File: src/rtl/cic_interp_4stage.sv
// Four-stage CIC interpolator with run-time rate R in {4,8,16,32,64,128} and unity DC gain.
// Optional macro CIC_INTERP_ROUND_EN: round half up ahead of the gain shift (default truncates).
module cic_interp_4stage #(
  parameter int INPUT_WIDTH  = 16,
  parameter int OUTPUT_WIDTH = 16,
  parameter int ACC_WIDTH    = 40
) (
  input  logic                    clock,
  input  logic                    reset,
  input  logic                    enable,
  input  logic [7:0]              interp_rate,
  input  logic [INPUT_WIDTH-1:0]  din,
  output logic                    strobe_in,
  output logic [OUTPUT_WIDTH-1:0] dout
);

  localparam int NSTG = 4;

  localparam logic signed [ACC_WIDTH:0] SAT_MAX =
    {{(ACC_WIDTH+2-OUTPUT_WIDTH){1'b0}}, {(OUTPUT_WIDTH-1){1'b1}}};
  localparam logic signed [ACC_WIDTH:0] SAT_MIN =
    {{(ACC_WIDTH+2-OUTPUT_WIDTH){1'b1}}, {(OUTPUT_WIDTH-1){1'b0}}};

  function automatic logic [7:0] legal_rate(input logic [7:0] r);
    case (r)
      8'd4, 8'd8, 8'd16, 8'd32, 8'd64, 8'd128: legal_rate = r;
      default:                                 legal_rate = 8'd4;
    endcase
  endfunction

  // Shift of 3*log2(R) cancels the R^3 gain of the comb/integrator cascade.
  function automatic logic [4:0] gain_shift(input logic [7:0] r);
    case (r)
      8'd8:    gain_shift = 5'd9;
      8'd16:   gain_shift = 5'd12;
      8'd32:   gain_shift = 5'd15;
      8'd64:   gain_shift = 5'd18;
      8'd128:  gain_shift = 5'd21;
      default: gain_shift = 5'd6;
    endcase
  endfunction

  logic [6:0]                  cnt_q, cnt_d;
  logic [7:0]                  rate_q, rate_d, rate_new;
  logic signed [ACC_WIDTH-1:0] comb_dly_q [NSTG];
  logic signed [ACC_WIDTH-1:0] comb_dly_d [NSTG];
  logic signed [ACC_WIDTH-1:0] comb_x     [NSTG+1];
  logic signed [ACC_WIDTH-1:0] c_q, c_d;
  logic                        stb_q, stb_d;
  logic signed [ACC_WIDTH-1:0] integ_q [NSTG];
  logic signed [ACC_WIDTH-1:0] integ_d [NSTG];
  logic signed [ACC_WIDTH-1:0] u;
  logic [OUTPUT_WIDTH-1:0]     dout_q, dout_d;
  logic [4:0]                  shamt;
  logic signed [ACC_WIDTH:0]   i3_ext, shifted;
`ifdef CIC_INTERP_ROUND_EN
  logic signed [ACC_WIDTH:0]   rnd_bias, i3_rnd;
`endif
  logic                        cnt_wrap, clear;

  always_comb begin
    rate_new  = legal_rate(interp_rate);
    strobe_in = enable & ~reset & (cnt_q == 7'd0);
    cnt_wrap  = ({1'b0, cnt_q} == rate_q - 8'd1);

    // Comb section runs at the low rate: delays move only when a sample is taken.
    comb_x[0] = ACC_WIDTH'($signed(din));
    for (int k = 0; k < NSTG; k++) begin
      comb_x[k+1]   = comb_x[k] - comb_dly_q[k];
      comb_dly_d[k] = strobe_in ? comb_x[k] : comb_dly_q[k];
    end
    c_d   = strobe_in ? comb_x[NSTG] : c_q;
    stb_d = strobe_in;

    // Zero-stuffing: the comb result feeds the integrators for one cycle only.
    u = stb_q ? c_q : '0;
    integ_d[0] = integ_q[0] + u;
    for (int k = 1; k < NSTG; k++) begin
      integ_d[k] = integ_q[k] + integ_q[k-1];
    end

    shamt  = gain_shift(rate_q);
    i3_ext = {integ_q[NSTG-1][ACC_WIDTH-1], integ_q[NSTG-1]};
`ifdef CIC_INTERP_ROUND_EN
    rnd_bias = (ACC_WIDTH+1)'(1) << (shamt - 5'd1);
    i3_rnd   = i3_ext + rnd_bias;
    shifted  = i3_rnd >>> shamt;
`else
    shifted  = i3_ext >>> shamt;
`endif

    if (shifted > SAT_MAX) begin
      dout_d = {1'b0, {(OUTPUT_WIDTH-1){1'b1}}};
    end else if (shifted < SAT_MIN) begin
      dout_d = {1'b1, {(OUTPUT_WIDTH-1){1'b0}}};
    end else begin
      dout_d = shifted[OUTPUT_WIDTH-1:0];
    end

    cnt_d  = cnt_wrap ? 7'd0 : cnt_q + 7'd1;
    rate_d = rate_q;
    clear  = 1'b0;
    if (cnt_wrap) begin
      rate_d = rate_new;
      clear  = (rate_new != rate_q);
    end
    if (!enable) begin
      cnt_d  = 7'd0;
      rate_d = rate_q;
      clear  = 1'b1;
    end

    // A rate change invalidates everything in flight, since the gain shift changes too.
    if (clear) begin
      c_d    = '0;
      stb_d  = 1'b0;
      dout_d = '0;
      for (int k = 0; k < NSTG; k++) begin
        comb_dly_d[k] = '0;
        integ_d[k]    = '0;
      end
    end
  end

  always_ff @(posedge clock) begin
    if (reset) begin
      cnt_q  <= '0;
      rate_q <= legal_rate(interp_rate);
      c_q    <= '0;
      stb_q  <= 1'b0;
      dout_q <= '0;
      for (int k = 0; k < NSTG; k++) begin
        comb_dly_q[k] <= '0;
        integ_q[k]    <= '0;
      end
    end else begin
      cnt_q  <= cnt_d;
      rate_q <= rate_d;
      c_q    <= c_d;
      stb_q  <= stb_d;
      dout_q <= dout_d;
      for (int k = 0; k < NSTG; k++) begin
        comb_dly_q[k] <= comb_dly_d[k];
        integ_q[k]    <= integ_d[k];
      end
    end
  end

  assign dout = dout_q;

endmodule

File: config.mk
export PLATFORM = sky130hd
export DESIGN_NAME = cic_interp_4stage
export DESIGN_NICKNAME = d
export VERILOG_FILES = /design/src/rtl/cic_interp_4stage.sv
export SDC_FILE = /design/constraint.sdc
export NUM_CORES = 1
export LEC_CHECK = 0
export CORE_AREA = 5 5 224 204
export CTS_CLUSTER_DIAMETER = 200
export DETAILED_ROUTE_END_ITERATION = 8
export DIE_AREA = 0 0 229 209
export HOLD_SLACK_MARGIN = 0.12
export PLACE_DENSITY = 0.81
export SLEW_MARGIN = 20
export SYNTH_ARGS = -nofsm -noshare
export SYNTH_HDL_FRONTEND = slang
export SYNTH_SLANG_ARGS = --single-unit
File: constraint.sdc
create_clock -name clock -period 10.9 [get_ports clock]
set_input_delay 1.635 -clock clock [delete_from_list [all_inputs] [get_ports clock]]
set_output_delay 1.635 -clock clock [all_outputs]
set_load 0.05 [all_outputs]
# Yosys cells after proc, flatten, opt, wreduce, memory -nomap -nowiden

Memories as Yosys holds them, arrays and structs flattened.
Index checks and enable logic that the tools add are counted.

Register bits after elaboration: 72
Bits in latches: 0
Bits in writable memories: 320
Bits in read-only memories: 0
Input bits: 27
Output and inout bits: 17
Logic and storage cells: 81
Memories kept: 2

$add $sub $neg: 10
$mul: 0
Divide/modulo/power cells: 0
$lt $le $gt $ge: 2
Equal/unequal tests: 13
Shifts and indexed selects: 1
Mux-type cells: 27
Bitwise gates (word level): 12
Reduce and logical (&&, ||, !) cells: 8

Memories:

| name       | depth | bits a word | rd ports | clocked after memory_dff | write ports | line | source |
|---|---|---|---|---|---|---|---|
| comb_dly_q | 4     | 40          | 4        | 0                        | 4           | 45   | `logic signed [ACC_WIDTH-1:0] comb_dly_q [NSTG];` |
| integ_q    | 4     | 40          | 4        | 0                        | 4           | 50   | `logic signed [ACC_WIDTH-1:0] integ_q [NSTG];` |

Operator list:

| operator                                                         | number |
|---|---|
| 2-to-1 mux 40 bit                                                | 13 |
| 2-to-1 mux 160 bit                                               | 2 |
| adder 40 bit                                                     | 4 |
| subtractor 40 bit                                                | 3 |
| greater-than comparator 41 x 16 -> 1 bit (second input constant) | 1 |
| less-than comparator 41 x 16 -> 1 bit (second input constant)    | 1 |
| >>> shifter 40 x 5 -> 41 bit                                     | 1 |
| subtractor 16 x 40 -> 40 bit                                     | 1 |
| 2-to-1 mux 8 bit                                                 | 4 |
| case mux 5 bit (5 select lines)                                  | 1 |
| equality test 8 x 4 -> 1 bit (second input constant)             | 2 |
| equality test 8 x 5 -> 1 bit (second input constant)             | 2 |
| equality test 8 x 6 -> 1 bit (second input constant)             | 2 |
| equality test 8 x 7 -> 1 bit (second input constant)             | 2 |
| equality test 8 bit (second input constant)                      | 2 |
| 2-to-1 mux 16 bit                                                | 1 |
| 2-to-1 mux 15 bit                                                | 1 |
| equality test 7 x 8 -> 1 bit                                     | 1 |
| equality test 8 x 3 -> 1 bit (second input constant)             | 1 |
| inequality test 8 bit                                            | 1 |
| bitwise OR 1 bit                                                 | 8 |
| subtractor 8 x 1 -> 8 bit (second input constant)                | 1 |
| adder 7 x 1 -> 7 bit (second input constant)                     | 1 |
| logical NOT 7 bit                                                | 1 |
| other kinds (8)                                                  | 16 |

# Longest topological paths before layout

Gate-level depths: netlist of run 1.

Depth after elaboration: 8
Depth in mapped cells: 48

# Least setup slack after synthesis of run 1

No wires, ideal clock.

Path kind: in2reg
From: input port din[0]
To: register c_q[39]
Setup time: 0.086 ns
Arrival time: 9.520 ns
Data required time: 10.814 ns
Setup slack: 1.294 ns
Cell stages on the path: 44
Buffers on the path: 0
Path through: inv_1 > ha_1 > fa_1 > nor2b_1 > o21ai_0 > a21boi_0 > o21ai_0 > a21oi_1 > o21a_1 > o21a_1 > o21a_1 > o2111a_1 > o21ai_0 > nand2b_1 > a21oi_1 > fa_1 > inv_1 > ha_1 > [8 not listed] > nand3_1 > nor3_1 > nand2_1 > o221a_2 > o21a_1 > o21ai_0 > o21ai_0 > a311oi_1 > xor2_1 > ha_1 > a21o_1 > a21oi_1 > nor2_1 > a311oi_1 > o311ai_0 > nand2_1 > nor2_1 > a211oi_1

RTL lines:

| what                 | line | source |
|---|---|---|
| from (decl)          | 12   | `input logic [INPUT_WIDTH-1:0] din,` |
| to (signal assigned) | 129  | `c_q <= '0;` |
| to (signal assigned) | 139  | `c_q <= c_d;` |
| to (decl)            | 48   | `logic signed [ACC_WIDTH-1:0] c_q, c_d;` |

==> results of run 1 <==
## final timing paths
check,endpoint,slack [ps]
setup / recovery,c_q[38],770
hold / removal,c_q[33],440
setup reg to reg,c_q[39],1990
hold reg to reg,c_q[33],440
## synthesized netlist by cell type, types with 13 or more instances
cell type,instances
nand2_1,432
a21oi_1,365
dfxtp_1,360
nor2_1,326
ha_1,292
inv_1,238
a21o_1,164
xnor2_1,163
o21ai_0,159
clkbuf_1,97
xor2_1,93
mux2i_1,73
nand3_1,62
nor3_1,57
and2_1,47
a211oi_1,44
o21bai_1,43
nand2b_1,42
o21a_1,39
nor2b_1,36
and3_1,34
a31oi_1,32
o31ai_1,30
or3_1,24
nand4_1,23
o41ai_1,18
o211ai_1,17
nor3b_1,14
a221oi_1,13
## metal layers
metal  routed length [um]  track usage  up-vias
li1                     -            -    12500
met1                30800        0.364    11500
met2                29100        0.416      564
met3                 3490       0.0323      102
met4                 1320       0.0666        0
met5                    0            0        -
## cell families after synthesis
logic type	count (synthesis)
flip-flops	368
multiplexers	83
other	1
AND/OR/NAND/NOR	1149
buffers and inverters	367
adder cells (fa/ha/maj)	302
AO/OA/AOI/OAI	1033
XOR/XNOR	256
## final cells by class
type,instances,area (um^2),area share
multi-input combinational,2825,18900,0.626
sequential,368,7450,0.247
clock buffer,60,1260,0.0420
inverter,239,900,0.0299
tap,562,703,0.0233
timing repair buffer,71,641,0.0213
clock inverter,15,303,0.0101
## state kept, by name, summed over array words and instances (netlist names)
register    flops
comb_dly_q    136
integ_q       160
cnt_q           7
rate_q          8
c_q            40
dout           16
stb_q           1
## worst reg2reg max path: cells and delay by family (launching register included)
| family | cells | cell delay [ps] |
|---|---|---|
| AO/OA/AOI/OAI | 24 | 4990 |
| AND/OR/NAND/NOR | 10 | 1190 |
| adder cells (fa/ha/maj) | 5 | 1710 |
| buffers and inverters | 3 | 270 |
| XOR/XNOR | 2 | 360 |
| flip-flops | 1 | 330 |
## repair_timing
item	4_1_cts	5_1_grt
setup buffers	0	1
resized for setup	0	11
setup endpoints to repair	0	8
## per-stage QoR
stage / util / power, mW / hold WS, ps / instance area [um^2]
floorplan: - / 3.24 / 427 / 27700
global placement: 0.657 / 3.62 / 436 / 28500
detailed placement: 0.657 / 3.67 / 440 / 28500
CTS: 0.693 / 5.31 / 448 / 30100
global route: 0.694 / 5.67 / 466 / 30100
finish: 0.694 / 5.30 / 444 / 30100
## report_power, final
| part | total, mW | internal, mW | leakage [nW] | switching [mW] |
|---|---|---|---|---|
| Sequential | 1.42 | 1.39 | 2.99 | 0.0231 |
| Clock | 1.60 | 1.02 | 0.766 | 0.585 |
| Combinational | 2.28 | 0.972 | 9.52 | 1.31 |
| Total | 5.30 | 3.38 | 13.3 | 1.92 |
==> flow_summary.ini, run 1 <==
[grt]
grt_usage = 0.257
gr-total-overflow = 0
antenna_found_initial = 0
grt_max_degree = 94
grt_pass1_vias = 23100
grt_pass1_wl_mm = 108

[layout]
n_fill_cell = 3576
drive_above_1_share = 0.0416
final_common_cell = nand2_1
n_antenna_cell = 0
syn_to_final_growth_pct = 8.84
layout_common_cells = nand2_1 (432), a21oi_1 (363), dfxtp_1 (359)
nets = 3877
final_cells = 4140

[timing]
skew_ps = 12.7
tightest_slew_ps = 1010
fin_crit_sh = 0.929
setup_slack_ps = 771
layout_min_cycle_time_ps = 10130
maxSlewHeadroom = 0.326
setup_viol = 0
fmax_ghz = 0.0987
hold_violations = 0
slew_viol_final = 0
fin_tns_setup_ps = 0

[placement]
dp_cells = 4064
post-place-ws_ps = -161
portBuffers = 43
place_congestion = 0.934
post-dp-hpwl_mm = 48.0

[synthesis]
ys_seq_elements = 368
synthCells = 3559
synthXorXnorAreaFrac = 0.0810
netlist_top_cells_area = dfxtp_1 (26%), ha_1 (13%), a21oi_1 (6.6%)
ys.flop_type = dfxtp_1
seq_area_frac_synth = 0.269
netlist_area_um2 = 27700
async_flop_share = 0
synth_cell_types = 85
synth_top_area_frac = 0.260
synth_mux_area_frac = 0.0306
syn_area_per_cell_um2 = 7.78
synth_top_family_by_area = compound AO/OA/AOI/OAI gates
synthAdderAreaFrac = 0.139
yosysWarnings = 0
synth_edf_count = 8
synth-simple-area-share = 0.190
yosys.area.top_type = dfxtp_1
synth-compound-area-share = 0.238

[floorplanning]
pin_count = 44
start_util = 0.638
die_h_um = 209
die_w_um = 229
coreArea_um2 = 43400
core.rowCount = 73
die-area_um2 = 47900

[setup_path]
critPathSlowestCell = fa_1
worstSetupStartpoint = din[0]
crit_fanout = 6
endpoint_kind = flop
critical_path_depth = 46
cp.arrival_ps = 10560
r2r_cells = 44
crit_required_ps = 11330
path_common_cell = a21oi_1
cpLargestDelayFamily = compound AO/OA/AOI/OAI gates
rr_startpoint = comb_dly_q[0][2]
crit_type = in2reg
critical_path_buf_inv_count = 5
slowest_delay_ps = 500
cp-start-kind = input port

[cts]
cts_tree = built
htree_num_levels = 2
postCtsHoldBufs = 0
clockRootBuffer = clkbuf_16
cts_buffer_depth = 3
cts_buffers = 43
clkLatencyLatePin_ps = 570
clock-sinks = 368
clk_pin_slew_ps = 50

[detailed_routing]
drt_iter0_markers = 1751
dr.pass1.iters = 6
via_per_inst = 5.97
drc = 0
avgRoutedWirePerCell_um = 15.6
wirelength_mm = 64.7
antenna_left = 0
via_count = 24700

[run_status]
status = complete, no violations

[hold_path]
min_from = c_q[33]
hold_path_depth = 2
hp-class = reg2reg

[flow_run]
maxCapViolations = 0

[pwr]
power_leakage_nw = 13.3
ir_drop_mv = 0.169
power_density_nw_per_um2 = 176
Note: power is estimated with default switching activity, not from simulation.
==> inputs of run 2 (changes only) <==
CORE_AREA = 5 5 254 232   (was 5 5 224 204)
DIE_AREA = 0 0 259 237   (was 0 0 229 209)
PLACE_DENSITY = 0.65   (was 0.81)
SETUP_SLACK_MARGIN = 0.4   (was not set)
==> flow_summary.ini, run 2 (synthesis results as in run 1) <==
[run_status]
status = complete, no violations

[cts]
cts_tree = built
clock-sinks = 368
htree_num_levels = 2
clk_pin_slew_ps = 50
cts_buffer_depth = 3
cts_buffers = 46
clockRootBuffer = clkbuf_16
clkLatencyLatePin_ps = 590

[timing]
skew_ps = 23.6
layout_min_cycle_time_ps = 9890
tightest_slew_ps = 997
fin_crit_sh = 0.907
fin_tns_setup_ps = 0
fmax_ghz = 0.101
setup_viol = 0
hold_violations = 0
rsz0062_at_grt = false
slew_viol_final = 0
maxSlewHeadroom = 0.336
setup_slack_ps = 1010

[layout]
final_common_cell = nand2_1
drive_above_1_share = 0.0419
final_cell_area_um2 = 30300
nets = 3880
largestRegisters = integ_q (160), comb_dly_q (136), c_q (40)
largest_reg_flops = 160
n_antenna_cell = 0
syn_to_final_growth_pct = 9.40
layout_common_cells = nand2_1 (432), a21oi_1 (361), dfxtp_1 (360)
regMostFlops = integ_q

[detailed_routing]
via_per_inst = 5.51
via_count = 24000
antenna_left = 0
drc = 0
dr.pass1.iters = 5
drt_iter0_markers = 1531
wirelength_mm = 62.4
avgRoutedWirePerCell_um = 14.4

[grt]
grt_pass1_vias = 21300
antenna_found_initial = 0
grt_usage = 0.195
grt_max_degree = 165
grt_pass1_wl_mm = 105
gr-total-overflow = 0

[floorplanning]
die_w_um = 259
core.rowCount = 83
start_util = 0.493
die_h_um = 237
pin_count = 44
die-area_um2 = 61400
coreArea_um2 = 56200

[setup_path]
cpLargestDelayFamily = compound AO/OA/AOI/OAI gates
crit_fanout = 6
critical_path_buf_inv_count = 5
endpoint_kind = flop
cp-start-kind = input port
slowest_delay_ps = 510
crit_required_ps = 11390
cp.arrival_ps = 10370
crit_type = in2reg
critPathSlowestCell = fa_1
path_common_cell = a21oi_1

[placement]
dpl_cell_area_um2 = 28800
portBuffers = 43
post-place-ws_ps = 49.8
place_congestion = 0.880
post-dp-hpwl_mm = 46.2

[flow_run]
maxCapViolations = 0

[pwr]
ir_drop_mv = 0.215
power_density_nw_per_um2 = 171
power_leakage_nw = 13.2

[hold_path]
hp-class = reg2reg
run 2: cell type report:
| class | count | area [um^2] |
|---|---|---|
| multi-input cells | 2825 | 18900 |
| clock buffers | 68 | 1320 |
| repair buffers | 71 | 666 |
| flip-flops and latches | 368 | 7450 |
| clock inverters | 11 | 105 |
| well taps | 765 | 957 |
| inverters | 239 | 900 |
| fillers | 5406 | 25900 |
run 2: worst reg2reg max path, delay by kind of cell, from the launching register on:
family / cells / cell delay (ps)
buffers and inverters: 4 / 440
DFF: 1 / 330
and+or+nand+nor: 5 / 460
AOI/OAI and AO/OA: 32 / 5350
adders and majority gates: 5 / 1640
xor gates and xnor gates: 2 / 340
run 2: through the flow:
| step | instances | utilization | total power [mW] | hold slack (ps) |
|---|---|---|---|---|
| detailed placement | 4266 | 0.512 | 3.68 | 440 |
| global route | 4347 | 0.539 | 5.56 | 462 |
| floorplan | 3560 | - | 3.24 | 427 |
| CTS | 4345 | 0.538 | 5.18 | 447 |
| global placement | 4266 | 0.512 | 3.68 | 436 |
| finish | 4347 | 0.539 | 5.17 | 446 |
run 2: power breakdown:
group / internal (mW) / total (mW) / switching (mW)
Clock: 0.857 / 1.46 / 0.605
Sequential: 1.40 / 1.42 / 0.0221
Combinational: 0.984 / 2.29 / 1.31
run 2: final timing paths:
kind	cells past startpoint	slack [ps]	start	end
setup reg to reg	48	2250	comb_dly_q[0][2]	c_q[37]
hold / removal	2	450	c_q[23]	c_q[23]
hold reg to reg	2	450	c_q[23]	c_q[23]
setup / recovery	50	1010	din[0]	c_q[37]
run 2: per-layer routing:
metal | GRT usage | routed length [um]
met5 | 0 | 0
met4 | 0.0369 | 851
met3 | 0.0242 | 2300
met2 | 0.296 | 26500
met1 | 0.299 | 32800
run 2: repair_timing:
| item | 4_1_cts | 5_1_grt |
|---|---|---|
| setup endpoints to repair | 0 | 11 |
| hold buffers | 0 | 0 |
| buffers inserted | 0 | 2 |
| gates resized for setup | 0 | 19 |
